**config.mk**
```make
export PLATFORM = sky130hd
export DESIGN_NAME = fft_var_delay
export DESIGN_NICKNAME = d
export VERILOG_FILES = /design/src/rtl/fft_pkg.sv /design/src/rtl/fft_delay_mem.sv /design/src/rtl/fft_var_delay.sv
export SDC_FILE = /design/constraint.sdc
export NUM_CORES = 2
export LEC_CHECK = 0
export CAP_MARGIN = 20
export CELL_PAD_IN_SITES_DETAIL_PLACEMENT = 1
export CELL_PAD_IN_SITES_GLOBAL_PLACEMENT = 1
export CORE_UTILIZATION = 32
export DETAILED_ROUTE_END_ITERATION = 6
export PLACE_DENSITY_LB_ADDON = 0.2
export SLEW_MARGIN = 0
export SYNTH_ARGS = -nofsm -noshare
export SYNTH_HDL_FRONTEND = slang
export SYNTH_HIERARCHICAL = 1
export SYNTH_SLANG_ARGS = --single-unit
```
**constraint.sdc**
```tcl
create_clock -name clk -period 6.1 [get_ports clk]
set_input_delay 1.22 -clock clk [delete_from_list [all_inputs] [get_ports clk]]
set_output_delay 1.22 -clock clk [all_outputs]
set_load 0.1 [all_outputs]
```
**src/rtl/fft_pkg.sv**
```systemverilog
// fft_pkg
//   Shared constants and types for the FFT datapath stages.
//   SAMPLE_W      : packed complex sample width (re in upper half, im in lower)
//   FFT_MAX_DEPTH : largest delay any stage's delay line must support
//   depth_t       : delay-depth value, wide enough to hold FFT_MAX_DEPTH itself
package fft_pkg;

    localparam int SAMPLE_W      = 32;
    localparam int FFT_MAX_DEPTH = 64;
    localparam int FFT_DEPTH_W   = $clog2(FFT_MAX_DEPTH) + 1;

    typedef logic [FFT_DEPTH_W-1:0] depth_t;

endpackage

```
**src/rtl/fft_delay_mem.sv**
```systemverilog
// fft_delay_mem
//   Storage for the programmable delay line: DEPTH x WIDTH register array with
//   one synchronous write port and one asynchronous read port. Kept separate so
//   it can be replaced by a RAM macro with the same port shape.
//   Contents are intentionally not reset; the owner masks stale words.
// Ports:
//   clk    in   clock
//   we     in   write enable
//   waddr  in   write address
//   wdata  in   write data
//   raddr  in   read address (combinational read)
//   rdata  out  read data
module fft_delay_mem #(
    parameter int WIDTH = 32,
    parameter int DEPTH = 64,
    parameter int AW    = $clog2(DEPTH)
) (
    input  logic             clk,
    input  logic             we,
    input  logic [AW-1:0]    waddr,
    input  logic [WIDTH-1:0] wdata,
    input  logic [AW-1:0]    raddr,
    output logic [WIDTH-1:0] rdata
);

    logic [DEPTH-1:0][WIDTH-1:0] mem;

    always_ff @(posedge clk) begin
        if (we) begin
            mem[waddr] <= wdata;
        end
    end

    assign rdata = mem[raddr];

endmodule

```
**src/rtl/fft_var_delay.sv**
```systemverilog
// fft_var_delay
//   Valid-gated, run-time programmable delay line of 1..MAX_DEPTH stages.
//   Behaves like a D-stage shift register that only advances on accepted
//   samples: the edge accepting sample n loads data_out with sample n-(D-1).
//   Storage is a circular buffer; a fill counter hides words written before
//   the last reset / flush / depth load.
// Ports:
//   clk        in   clock
//   rst        in   synchronous active-high reset
//   in_valid   in   accept data_in this cycle
//   data_in    in   input sample
//   cfg_load   in   pulse: load (clamped) depth_sel and flush the line
//   depth_sel  in   requested depth, sampled on cfg_load
//   flush      in   pulse: discard line contents, keep depth
//   data_out   out  delayed sample (registered)
//   out_valid  out  one-cycle pulse per emitted sample
//   depth      out  active depth
module fft_var_delay
    import fft_pkg::*;
#(
    parameter int WIDTH     = SAMPLE_W,
    parameter int MAX_DEPTH = FFT_MAX_DEPTH,
    parameter int RST_DEPTH = 8
) (
    input  logic                           clk,
    input  logic                           rst,
    input  logic                           in_valid,
    input  logic [WIDTH-1:0]               data_in,
    input  logic                           cfg_load,
    input  logic [$clog2(MAX_DEPTH):0]     depth_sel,
    input  logic                           flush,
    output logic [WIDTH-1:0]               data_out,
    output logic                           out_valid,
    output logic [$clog2(MAX_DEPTH):0]     depth
);

    localparam int AW = $clog2(MAX_DEPTH);
    localparam int DW = AW + 1;

    logic [DW-1:0]    depth_q;
    logic [DW-1:0]    fill_q;
    logic [AW-1:0]    wr_ptr;

    logic [DW-1:0]    load_depth;
    logic [DW-1:0]    d_eff;
    logic [DW-1:0]    d_m1;
    logic [DW-1:0]    fill_base;
    logic [AW-1:0]    rd_idx;
    logic [WIDTH-1:0] rd_data;
    logic [WIDTH-1:0] delayed;

    // Clamp the requested depth into 1..MAX_DEPTH.
    always_comb begin
        load_depth = depth_sel;
        if (depth_sel == '0) begin
            load_depth = DW'(1);
        end else if (depth_sel > DW'(MAX_DEPTH)) begin
            load_depth = DW'(MAX_DEPTH);
        end
    end

    // A load or flush in the same cycle as an accept takes effect first, so
    // the accepted sample is judged against the new depth and an empty line.
    assign d_eff     = cfg_load ? load_depth : depth_q;
    assign d_m1      = d_eff - DW'(1);
    assign fill_base = (cfg_load || flush) ? '0 : fill_q;

    // Sample n-(D-1) sits D-1 slots behind the slot sample n is written to.
    // For D=MAX_DEPTH the offset truncates correctly to wr_ptr+1.
    assign rd_idx = wr_ptr - d_m1[AW-1:0];

    // D=1 reads the slot being written this cycle, so bypass the array.
    assign delayed = (d_m1 == '0) ? data_in : rd_data;

    fft_delay_mem #(
        .WIDTH (WIDTH),
        .DEPTH (MAX_DEPTH),
        .AW    (AW)
    ) u_mem (
        .clk   (clk),
        .we    (in_valid),
        .waddr (wr_ptr),
        .wdata (data_in),
        .raddr (rd_idx),
        .rdata (rd_data)
    );

    always_ff @(posedge clk) begin
        if (rst) begin
            data_out  <= '0;
            out_valid <= 1'b0;
            depth_q   <= DW'(RST_DEPTH);
            fill_q    <= '0;
            wr_ptr    <= '0;
        end else begin
            if (cfg_load) begin
                depth_q <= load_depth;
            end
            if (in_valid) begin
                wr_ptr <= wr_ptr + AW'(1);
                if (fill_base == d_m1) begin
                    // Line full: emit, fill stays saturated at D-1.
                    out_valid <= 1'b1;
                    data_out  <= delayed;
                    fill_q    <= fill_base;
                end else begin
                    out_valid <= 1'b0;
                    fill_q    <= fill_base + DW'(1);
                end
            end else begin
                out_valid <= 1'b0;
                fill_q    <= fill_base;
            end
        end
    end

    assign depth = depth_q;

endmodule

```
==> results.txt <==
Status -> finished with violations
Failing checks -> design-rule violations
Post-synth top area share -> 0.759
Pwr/cell area -> 371 nW/um2
Vias per std cell -> 5.22
Clk sinks -> 2101
Final hold violations -> 0
CTS Buf Count -> 220
Post-synth cell types -> 70
Vias -> 40727
1st-pass router iterations -> 7
All-Layer GR Usage -> 0.188
Max H-tree Level -> 4
Max clock buf depth -> 3
#FFs+latches synth -> 2101
Buffers on Ports -> 83
Initial antenna violation count -> 9
Worst slack at placement -> -0.765 ns
Pint -> 0.0265 W
Synth area leader -> edfxtp_1
Synth Flop Type -> edfxtp_1
Wirelength, routed -> 241000 um
Final TNS setup -> 0 ns
Reg2reg setup slack -> 1.14 ns
Slowest cell delay on critical path -> 0.71 ns
Critical path class -> in -> reg
Placed insts -> 7389
Die Ht -> 505 um
Final nets -> 4316
Cells after Synth -> 3705
Mean post-synth cell area -> 21.9 um2
Die width -> 505 um
Pwr Total -> 0.0359 W
Die area -> 255000 um2
Cell area after layout -> 96600 um2
Layout cells sized above 1 -> 0.320
FP Rows -> 184
Pleak -> 31.0 nW
GR Overflow Total -> 0
Core area -> 252000 um2
CTS tree -> done
Worst setup EP type -> flip-flop
Critical path's slowest cell -> nor4_1
Most frequent cells in the layout -> edfxtp_1 (2048), mux4_2 (465), buf_4 (377)
Final min period -> 5.72 ns
Comb pwr share -> 0.187
Netlist Area Pre-Place -> 81100 um2
Post-DRT Antenna Nets -> 0
Register share of total power -> 0.443
Sequential area share after synthesis -> 0.772
CP most frequent cell -> buf_4
Commonest non-fill, non-tap cell in the layout -> edfxtp_1
Crit path cell chain -> clkdlybuf4s50_1 -> nor4_1 -> nand3b_1 -> nand2_1 -> inv_1 -> ha_1 -> xnor2_1 -> inv_2 -> ha_1 -> a21o_1 -> buf_4 -> xnor2_1 -> xnor2_2 -> nor2b_1 -> nand2b_1 -> buf_4 -> buf_4 -> o22ai_1 -> nor4_1 -> o22a_1 -> mux2_2 -> mux2i_1 -> nor2_1
Min-Delay Path Class -> reg -> reg
Critical-path maximum fanout -> 11
Slew Limit Fails -> 0
Final setup violation count -> 0
Final worst path period share -> 0.937
Gpl congestion -> 0.788
Setup WS post-layout -> 0.382 ns
Worst slew margin -> 0.232
Clock root cell -> clkbuf_16
P&R area growth vs syn -> 19.2%
Post-CTS Repair Setup Buffers -> 0
Critical path arrival -> 6.51 ns
Number of global-route vias before repair -> 42775
Req. time, crit path -> 6.89 ns
Wire per inst -> 30.9 um
Max-cap violations -> 0
Starting Density -> 0.322
Slew of the pin with the lowest slew margin -> 1.15 ns
Asr flop ratio synth -> 0
Worst-path clk slew -> 0.06 ns
Switch Pwr -> 0.00940 W
Finished Layout Cells -> 7809
Highest Clock Rate -> 175 MHz
Peak supply drop -> 326 uV
Synth top area cells -> edfxtp_1 (76%), mux4_2 (13%), mux2i_1 (1.9%)
Net Sw Frac -> 0.262
Post-synth EDFFs -> 2048
Boundary Pins -> 84
Area after DPL -> 89500 um2
Synthesized netlist net count -> 3758
Clk pwr share -> 0.370
Worst-Skew Late Latency -> 0.87 ns
DRC -> 18
Worst Clk Skew -> 0.0409 ns
First-pass GRT wire length -> 340000 um
YS warnings -> 6
Setup crit start kind -> input pin
Fillers -> 23978
Post-DP HPWL -> 150000 um
DR iter-0 viols -> 3549
Maximum number of pins on one net before global-route repair -> 66
RSZ-0062 raised after global routing -> false
==> metal layers <==
| layer | share of wire | vias to the layer above | GRT usage |
|---|---|---|---|
| li1 | - | 16835 | - |
| met1 | 0.44 | 22688 | 0.257 |
| met2 | 0.50 | 936 | 0.320 |
| met3 | 0.038 | 268 | 0.0233 |
| met4 | 0.022 | 0 | 0.0441 |
| met5 | 0 | - | 0 |
==> synthesized netlist by cell type (18+ instances only) <==
| master | number |
|---|---|
| mux2i_1 | 155 |
| o221ai_1 | 46 |
| nand2_1 | 33 |
| nor2b_1 | 21 |
| buf_6 | 26 |
| o22a_1 | 20 |
| mux2_2 | 60 |
| edfxtp_1 | 2048 |
| a21oi_1 | 29 |
| nand3_1 | 18 |
| clkbuf_1 | 56 |
| dfxtp_1 | 53 |
| buf_2 | 60 |
| nor4_1 | 27 |
| nor3_1 | 25 |
| nor2_1 | 164 |
| o22ai_1 | 158 |
| mux4_2 | 465 |
| buf_4 | 43 |
==> power by group through the flow <==
stage / sequential, W / combinational, W / clock, W
after CTS: 0.0159 / 0.00686 / 0.0136
after floorplan: 0.0162 / 0.00354 / 0
after global placement: 0.0162 / 0.00680 / 0
after global routing: 0.0159 / 0.00705 / 0.0141
final: 0.0159 / 0.00672 / 0.0133
after detailed placement: 0.0162 / 0.00684 / 0
==> what timing repair did <==
| action | in CTS | in global routing |
|---|---|---|
| gates resized for setup | 0 | 3 |
| hold endpoints to repair | 0 | 0 |
| setup endpoints to repair | 0 | 3 |
| hold buffers | 0 | 0 |
==> final cells by class <==
class | instances | area (um2) | area share
clock buffers | 294 | 5950 | 0.0615
flip-flops and latches | 2101 | 62600 | 0.648
multi-input cells | 1388 | 17600 | 0.183
clock inverters | 119 | 1170 | 0.0121
well taps | 3348 | 4190 | 0.0434
diodes | 7 | 17.5 | 0.000181
inverters | 12 | 52.6 | 0.000544
repair buffers | 540 | 5020 | 0.0520
==> final timing paths <==
check                                                  to                  from  cells past startpoint
worst min register to register       fill_q[6]$_SDFF_PP0_  fill_q[6]$_SDFF_PP0_                      2
worst max-delay path            data_out[21]$_SDFFE_PP0P_          depth_sel[3]                     23
worst max register to register  data_out[21]$_SDFFE_PP0P_   depth[1]$_SDFF_PP0_                     19
worst min-delay path                 fill_q[6]$_SDFF_PP0_  fill_q[6]$_SDFF_PP0_                      2
==> worst max-delay path, delay by kind of cell <==
| family | cells | cell delay (ns) |
|---|---|---|
| buffers and inverters | 6 | 1.30 |
| and+or+nand+nor | 7 | 1.72 |
| adders and majority gates | 2 | 0.53 |
| xor gates and xnor gates | 3 | 0.83 |
| muxes | 2 | 0.20 |
| AOI/OAI and AO/OA | 3 | 0.65 |
==> flip-flops by register name (all words and copies together) (netlist names) <==
register,flops
data_out,32
depth,7
fill_q,7
out_valid,1
u_mem/mem,2048
wr_ptr,6
==> kinds of logic (layout without fill, tap and decap cells) <==
family,after synthesis,in the layout,synth area share
xor gates and xnor gates,19,19,0.00222
muxes,682,682,0.157
buffers and inverters,216,965,0.0174
and+or+nand+nor,361,361,0.0221
other,0,7,0
adders and majority gates,11,11,0.00173
DFF,2101,2101,0.772
AOI/OAI and AO/OA,315,315,0.0273
==> through the flow <==
step	hold WS [ns]	utilization
floorplan	0.438	-
global placement	0.457	0.355
detailed placement	0.492	0.355
CTS	0.488	0.384
global route	0.514	0.384
finish	0.493	0.384
No activity file was read; power rests on OpenSTA's default activity.
